===== src/rtl/cic_integrator_decim.sv =====
// cic_integrator_decim: N-stage CIC integrator cascade at the PDM bit rate with decimate-by-R output strobe.
// Optional CIC_INT_SYNC_EN adds i_sync for decimation-phase realignment across mic arrays.
`default_nettype none

module cic_integrator_decim #(
  parameter int N  = 3,
  parameter int R  = 64,
  parameter int OW = 19
) (
  input  logic                 clock,
  input  logic                 reset,
  input  logic                 i_valid,
  input  logic                 i_pdm,
`ifdef CIC_INT_SYNC_EN
  input  logic                 i_sync,
`endif
  output logic signed [OW-1:0] o_data,
  output logic                 o_valid
);

  localparam int            CW     = (R > 1) ? $clog2(R) : 1;
  localparam logic [CW-1:0] C_LAST = CW'(R - 1);

  logic signed [OW-1:0] r_integ [N];
  logic signed [OW-1:0] w_next  [N];
  logic signed [OW-1:0] w_x;
  logic        [CW-1:0] r_cnt;
  logic signed [OW-1:0] r_data;
  logic                 r_valid;
  logic                 w_sync;

  // PDM bit maps to +1 / -1 in OW-bit two's complement
  assign w_x = i_pdm ? OW'(1) : {OW{1'b1}};

`ifdef CIC_INT_SYNC_EN
  assign w_sync = i_sync;
`else
  assign w_sync = 1'b0;
`endif

  // Every stage sums pre-edge values, so the cascade is pipelined one stage per sample
  generate
    for (genvar k = 0; k < N; k++) begin : g_stage
      if (k == 0) begin : g_first
        assign w_next[k] = r_integ[k] + w_x;
      end else begin : g_rest
        assign w_next[k] = r_integ[k] + r_integ[k-1];
      end
    end
  endgenerate

  always_ff @(posedge clock or posedge reset) begin
    if (reset) begin
      for (int k = 0; k < N; k++) r_integ[k] <= '0;
      r_cnt   <= '0;
      r_data  <= '0;
      r_valid <= 1'b0;
    end else begin
      r_valid <= 1'b0;
      if (i_valid) begin
        for (int k = 0; k < N; k++) r_integ[k] <= w_next[k];
        // Realignment wins over the strobe; the sync sample is integrated but not counted
        if (w_sync) begin
          r_cnt <= '0;
        end else if (r_cnt == C_LAST) begin
          r_cnt   <= '0;
          r_data  <= w_next[N-1];
          r_valid <= 1'b1;
        end else begin
          r_cnt <= r_cnt + CW'(1);
        end
      end
    end
  end

  assign o_data  = r_data;
  assign o_valid = r_valid;

endmodule

`default_nettype wire


===== config.mk =====
export PLATFORM = sky130hd
export DESIGN_NAME = cic_integrator_decim
export DESIGN_NICKNAME = d
export VERILOG_FILES = /design/src/rtl/cic_integrator_decim.sv
export SDC_FILE = /design/constraint.sdc
export NUM_CORES = 1
export LEC_CHECK = 0
export ABC_AREA = 1
export BUFFER_PORTS_ARGS = -buffer_cell sky130_fd_sc_hd__buf_2
export CORE_ASPECT_RATIO = 0.7
export CORE_MARGIN = 1
export CORE_UTILIZATION = 42
export CTS_CLUSTER_DIAMETER = 30
export CTS_CLUSTER_SIZE = 14
export DETAILED_ROUTE_END_ITERATION = 8
export PLACE_DENSITY = 0.54
export SYNTH_ARGS = -nofsm -noshare
export SYNTH_HDL_FRONTEND = slang
export SYNTH_SLANG_ARGS = --single-unit

===== constraint.sdc =====
create_clock -name clock -period 5.8 [get_ports clock]
set_clock_uncertainty 0.2 [all_clocks]
set_input_delay 1.16 -clock clock [delete_from_list [all_inputs] [get_ports clock]]
set_output_delay 1.16 -clock clock [all_outputs]
set_load 0.05 [all_outputs]

# Word level (Yosys, flattened, before mapping)
# Index checks and enable logic that the tools add are counted.
dict set report word_totals {
  regBits 83
  in_bits 4
  out_inout_bits 20
  wordCells 16
}
dict set report op_classes {
  addsub 4
  eq_ne 1
  n_mux 4
  reduce_logical 1
}
# operator n
set op_table {}
lappend op_table {{$add A19 B19 Y19} 3}
lappend op_table {{$mux W19} 1}
lappend op_table {{$add A6 B1 Y6 const B} 1}
lappend op_table {{$eq A6 B6 Y1 const B} 1}
lappend op_table {{$mux W6} 1}
lappend op_table {{$mux W1} 2}
lappend op_table {{$reduce_and A2 Y1} 1}

# Longest topological paths before layout
# Gate-level depths: netlist (run 1).
dict set report depth {
  depth_word 3
  depth_mapped 13
  mapped_depth_nobuf 13
}

# Least setup slack after synthesis (run 1)
# OpenSTA, ideal clock, no wires.
dict set report synth_path {
  path_kind {input to register}
  from {input i_pdm}
  to {register r_integ[55] in the netlist's numbering}
  setup_time_ps 117
  arrival_time_ps 2542
  t_required_ps 5483
  setup_slack_ps 2940
  stages 12
  path_buffers 0
  path_cell_list {inv_1 -> ha_1 -> nand2_1 -> inv_1 -> nand2_1 -> nand2_1 -> nand2_1 -> nand2_1 -> nor2_1 -> nand3_1 -> nand3_1 -> nand2_1}
}
dict set report synth_between {
  elab_chain_len 2
}
# item line
set synth_lines {}
lappend synth_lines {{from (decl)} 13} ;# input logic i_pdm,
lappend synth_lines {{$mux W19} 33} ;# assign w_x = i_pdm ? OW'(1) : {OW{1'b1}};
lappend synth_lines {{$add A19 B19 Y19} 45} ;# assign w_next[k] = r_integ[k] + w_x;
lappend synth_lines {{to (decl)} 24} ;# logic signed [OW-1:0] r_integ [N];
# No other way between the ends.
# A chain may end at the register's enable or synchronous reset.

# Worst setup path after layout (run 1)
dict set report layout_path {
  from {input i_pdm}
  to {register r_integ[56] in the netlist's numbering}
}
# The elaborated chain is that of the path after synthesis.

==> results of run 1 <==
## final cells by class
type,instances,area [um2]
multi-input cells,703,3680
clock inverters,6,65.1
flip-flops and latches,83,2080
repair buffers,26,138
well taps,190,238
clock buffers,10,239
fillers,1456,7350
inverters,94,354
## layer usage
layer	GRT usage, %	up-vias	part of all wire [%]
met5	0	-	0
met4	2.95	0	0.63
met3	3.74	10	5.1
met2	29.1	122	40
met1	32.5	2529	54
li1	-	2939	-
## registers in the layout, indices dropped and copies added, names as in the netlist
signal,cells
r_cnt,6
o_valid,1
o_data,19
r_integ,57
## per-stage QoR
stage | util [%] | setup slack [ns]
2_1_floorplan | - | 2.30
3_3_place_gp | 45.9 | 2.46
3_5_place_dp | 45.9 | 2.39
4_1_cts | 48.0 | 2.75
5_1_grt | 48.0 | 2.55
6_report | 48.0 | 2.72
## cells by family (layout without fill, tap and decap cells)
kind of cell | count (synthesis) | after routing | share of synthesized area (%)
AO/OA/AOI/OAI | 94 | 94 | 7.75
adder cells (fa/ha/maj) | 57 | 57 | 11.9
AND/OR/NAND/NOR | 526 | 526 | 36.2
buffers and inverters | 110 | 136 | 7.01
flip-flops | 83 | 83 | 33.5
XOR/XNOR | 26 | 26 | 3.68
## path summary, 6_finish.rpt
path,from,to,cells after the start
setup / recovery,i_pdm,r_integ[56],11
hold / removal,o_data[2],o_data[2],2
setup reg to reg,r_integ[38],r_integ[31],13
hold reg to reg,o_data[2],o_data[2],2
max in group asynchronous,reset,r_integ[15],3
min in group asynchronous,reset,o_data[3],2
## cell usage after synthesis (5+ instances only)
cell,count
dfrtp_1,83
o21ai_1,7
xnor2_1,19
nand3_2,7
and2_1,5
nor2_1,53
nand3_1,73
o21ai_0,36
a21oi_1,46
nand2_2,6
xor2_1,7
inv_1,93
nand3b_1,16
nand2_1,349
buf_2,8
clkbuf_1,6
ha_1,54
nor3_1,8
## worst max-delay path: stages
cell and delay [ns]:
buf_2 0.11, inv_1 0.54, ha_1 0.40, nand2_1 0.12, inv_1 0.06, a21oi_1 0.18
nand3_2 0.19, nand2_1 0.12, nand3_1 0.07, nand3_1 0.08, nand2_1 0.06
==> key figures, run 1 <==
Status
  • Status: finished clean

Timing
  • Fmax: 324 MHz
  • Crit share post-route: 53.1%
  • RSZ-0062 raised after global routing: false
  • Pins over their slew limit: 0
  • Slew @ Worst Pin: 0.747 ns
  • Hold_ws: 0.273 ns
  • Endpoints failing setup: 0
  • Max_slew headroom: 50.2%
  • Endpoints failing hold: 0
  • Minimum clock period: 3.08 ns
  • Total negative slack: 0 ns

Routing
  • Final antenna-violating net count: 0
  • Wirelength, routed: 15,200 um
  • Routed WL per cell: 13.7 um
  • DRC viols: 0
  • Via count: 5,600
  • TritonRoute pass-1 iters: 5
  • Vias per cell: 5.04
  • DR iter-0 viols: 344

Logic synthesis
  • Sequential share of the synthesized area: 33.5%
  • Yosys warns: 0
  • Most frequently used flop master after synthesis: dfrtp_1
  • Post-synth top area cell: dfrtp_1
  • Gate count of the mapped netlist: 896
  • EDFF count, synth: 0
  • Yosys top cell area share: 33.5%
  • Mean post-synth cell area: 6.92 um2
  • Post-synthesis cell type count: 31
  • #FFs+latches synth: 83
  • Post-synth net total: 957
  • Synth Cell Area: 6200 um2
  • Synth area leaders: dfrtp_1 (34%), nand2_1 (21%), ha_1 (11%)
  • Async set or reset register ratio after synthesis: 100%

Worst setup path
  • R2r setup slk: 3.32 ns
  • CP arrival: 3.11 ns
  • Data required, critical path: 5.83 ns
  • CP Capture Type: flip-flop
  • CP Max Fanout: 18
  • Critical path startpoint category: input pin
  • Setup CP Type: input pin to flip-flop

Clocking
  • Setup bufs post-CTS: 0
  • Max Root-Sink Buffers: 2
  • Clk root buf: clkbuf_16
  • CTS resizes: 0
  • H-tree levels: 3
  • Total CTS buffers: 9
  • Clk sinks: 83
  • Clock Latency Late Sink: 0.34 ns
  • Clk slew on worst S/H paths: 0.07 ns
  • # hold bufs at CTS: 0
  • CTS tree: yes

Global route
  • First-pass GRT wire length: 25,400 um
  • Gr ovfl total: 0
  • Pin count of the biggest net entering global routing: 78
  • Gr usage total: 20.6%
  • Initial antenna violation count: 0
  • Number of global-route vias before repair: 5,118

Finish
  • Commonest non-fill, non-tap cell in the layout: nand2_1
  • Design area: 6800 um2
  • Area Growth Syn to Fin: 9.67%
  • Share of cells above drive strength 1: 6.72%
  • ANT cells: 0
  • Commonest non-fill, non-tap cells in the layout: nand2_1 (349), inv_1 (91), dfrtp_1 (83)
  • Fin cells: 1,112
  • Nets: 978

Placement
  • Area after DPL: 6490 um2
  • Dpl cells: 1,096
  • GP Congestion: 0.892
  • DP Wirelength: 11,600 um
  • Port bufs: 23

Floorplan
  • Die height: 104 um
  • Die width: 147 um
  • Initial Util: 43.8%
  • Die ar.: 15,200 um2
  • CORE AREA: 14,100 um2
  • I/O pin cnt: 24
  • Num rows: 36

Worst hold path
  • Min-delay worst type: flip-flop to flip-flop

Job
  • Max Cap Violations: 0
Power of run 1 is left out: the tool's default activity adds up to more than one toggle a clock period on the data nets, which glitch-free logic cannot reach.
==> inputs of run 2 (changes only) <==
==> constraint.sdc (replaced) <==
create_clock -name clock -period 3.1 [get_ports clock]
set_clock_uncertainty 0.2 [all_clocks]
set_input_delay 0.62 -clock clock [delete_from_list [all_inputs] [get_ports clock]]
set_output_delay 0.62 -clock clock [all_outputs]
set_load 0.05 [all_outputs]
==> run 2 against run 1 <==
Non-clock buffer count grew 4. Setup slack lost 2.2 ns. Final cell count grew 0.36%. Core utilization grew 0.51 points. Via count shrank 0.32%. Sequential share of layout area shrank 0.32 points. Global-route usage grew 0.55 points. Flip-flop and latch count is the same. Clock-buffer cell count is the same. Design area grew 1.1%. Highest routed layer unchanged.
==> key figures, run 2 (synthesis gave the netlist of run 1 again) <==
Timing
  • Minimum clock period: 2.56 ns
  • Pins over their slew limit: 0 (unchanged)
  • Crit share post-route: 82.7%
  • Slew @ Worst Pin: 0.717 ns (was 0.747 ns)
  • Endpoints failing setup: 0 (unchanged)
  • Total negative slack: 0 ns (unchanged)
  • Endpoints failing hold: 0 (unchanged)
  • RSZ-0062 raised after global routing: false (unchanged)
  • Fmax: 390 MHz
  • Max_slew headroom: 52.1% (was 50.2%)

Clocking
  • # hold bufs at CTS: 0 (unchanged)
  • Setup bufs post-CTS: 0 (unchanged)
  • Clk sinks: 83 (unchanged)
  • Max Root-Sink Buffers: 2 (unchanged)
  • Clock Latency Late Sink: 0.35 ns (was 0.34 ns)
  • Clk slew on worst S/H paths: 0.07 ns (about the same)
  • Clk root buf: clkbuf_16 (unchanged)
  • CTS resizes: 0 (unchanged)
  • Total CTS buffers: 9 (unchanged)
  • H-tree levels: 3 (unchanged)
  • CTS tree: yes (unchanged)

Worst setup path
  • Buffer and inverter count on the worst path: 3 (unchanged)
  • Critical Path Most Common Cell: nand2_1 (unchanged)
  • CP cell instances: buf_2, inv_1, ha_1, nand2_1, inv_1, nand2_1, nand2_1, nand2_1, nand2_1, nor2_1, nand2_1, nand2_1, nand3_1, nand2_1 (was buf_2, inv_1, ha_1, nand2_1, inv_1, a21oi_1, nand3_2, nand2_1, nand3_1, nand3_1, nand2_1)
  • Setup CP Type: input pin to flip-flop (unchanged)
  • Family with the most delay on the worst path: simple AND/OR/NAND/NOR gates (was buffers and inverters)
  • CP Capture Type: flip-flop (unchanged)
  • Critical path startpoint category: input pin (unchanged)
  • Data required, critical path: 3.18 ns (was 5.83 ns)
  • Crit-path max cell delay: 0.52 ns (was 0.54 ns)
  • Slowest CP cell: inv_1 (unchanged)
  • CP arrival: 2.65 ns (was 3.11 ns)
  • CP Max Fanout: 18 (unchanged)

Floorplan
  • Die ar.: 15,200 um2 (unchanged)
  • I/O pin cnt: 24 (unchanged)
  • Num rows: 36 (unchanged)
  • CORE AREA: 14,100 um2 (unchanged)
  • Initial Util: 43.8% (unchanged)
  • Die width: 147 um (unchanged)
  • Die height: 104 um (unchanged)

Finish
  • FILL cells: 1,478 (was 1,456)
  • Share of cells above drive strength 1: 7.13% (was 6.72%)
  • Max FFs per register: 57 (unchanged)
  • Nets: 982 (was 978)
  • Area Growth Syn to Fin: 10.8% (was 9.67%)
  • Commonest non-fill, non-tap cells in the layout: nand2_1 (349), inv_1 (91), dfrtp_1 (83) (unchanged)
  • Reg with most FFs: r_integ (unchanged)
  • Commonest non-fill, non-tap cell in the layout: nand2_1 (unchanged)
  • ANT cells: 0 (unchanged)

Global route
  • Initial antenna violation count: 0 (unchanged)
  • Pin count of the biggest net entering global routing: 36 (was 78)
  • Gr ovfl total: 0 (unchanged)
  • Gr usage total: 21.1% (was 20.6%)
  • Number of global-route vias before repair: 5,005 (was 5,118)
  • First-pass GRT wire length: 25,600 um (was 25,400 um)

Routing
  • DR WL met2: 6060 um (was 6120 um)
  • DRC viols: 0 (unchanged)
  • Metal3 WL: 776 um (was 774 um)
  • TritonRoute pass-1 iters: 4 (was 5)
  • Met1 wire length: 8410 um (was 8250 um)
  • Routed WL per cell: 13.8 um (was 13.7 um)
  • Wirelength, routed: 15,400 um (was 15,200 um)
  • Top Layer Used: met4 (unchanged)
  • DR iter-0 viols: 419 (was 344)
  • Final antenna-violating net count: 0 (unchanged)
  • Via count: 5,582 (was 5,600)
  • Vias per cell: 5.00 (was 5.04)

Placement
  • GP Congestion: 0.915 (was 0.892)
  • DP Wirelength: 12,100 um (was 11,600 um)
  • Port bufs: 23 (unchanged)

Worst hold path
  • Min-delay worst type: input pin to asynchronous set/reset pin (was flip-flop to flip-flop)

Status
  • Status: finished clean (unchanged)

Job
  • Max Cap Violations: 0 (unchanged)
==> run 2: layout make-up <==
type                    count  area, um2  area share, %
clock buffers              10        239           3.48
clock inverters             6       95.1           1.38
inverters                  94        354           5.16
multi-input cells         703       3680           53.7
flip-flops and latches     83       2080           30.2
well taps                 190        238           3.46
repair buffers             30        180           2.62
==> run 2: path summary, 6_finish.rpt <==
check	end	slack (ns)	from	cells past startpoint
worst max-delay path	r_integ[55]	0.54	i_pdm	14
worst min-delay path	o_data[3]	0.06	reset	2
worst max register to register	r_integ[35]	0.59	r_integ[38]	13
worst min register to register	o_data[10]	0.28	o_data[10]	2
max in group asynchronous	r_integ[48]	2.05	reset	3
min in group clock	o_data[10]	0.28	o_data[10]	2
==> run 2: stage by stage <==
step           hold slack, ns  cells  utilization [%]  instance area [um2]  setup WS (ns)
2_1_floorplan           0.255    896                -                 6200          0.143
3_3_place_gp            0.259   1100             46.2                 6530          0.216
3_5_place_dp            0.265   1100             46.2                 6530          0.187
4_1_cts                0.0687   1116             48.6                 6870          0.546
5_1_grt                0.0921   1116             48.6                 6870          0.270
6_report               0.0605   1116             48.6                 6870          0.538
==> run 2: metal layers <==
| metal | global-route usage, % | vias to the layer above |
|---|---|---|
| li1 | - | 2930 |
| met1 | 33.9 | 2534 |
| met2 | 29.3 | 109 |
| met3 | 3.61 | 9 |
| met4 | 3.53 | 0 |
| met5 | 0 | - |
Power of run 2 is left out for the same reason.
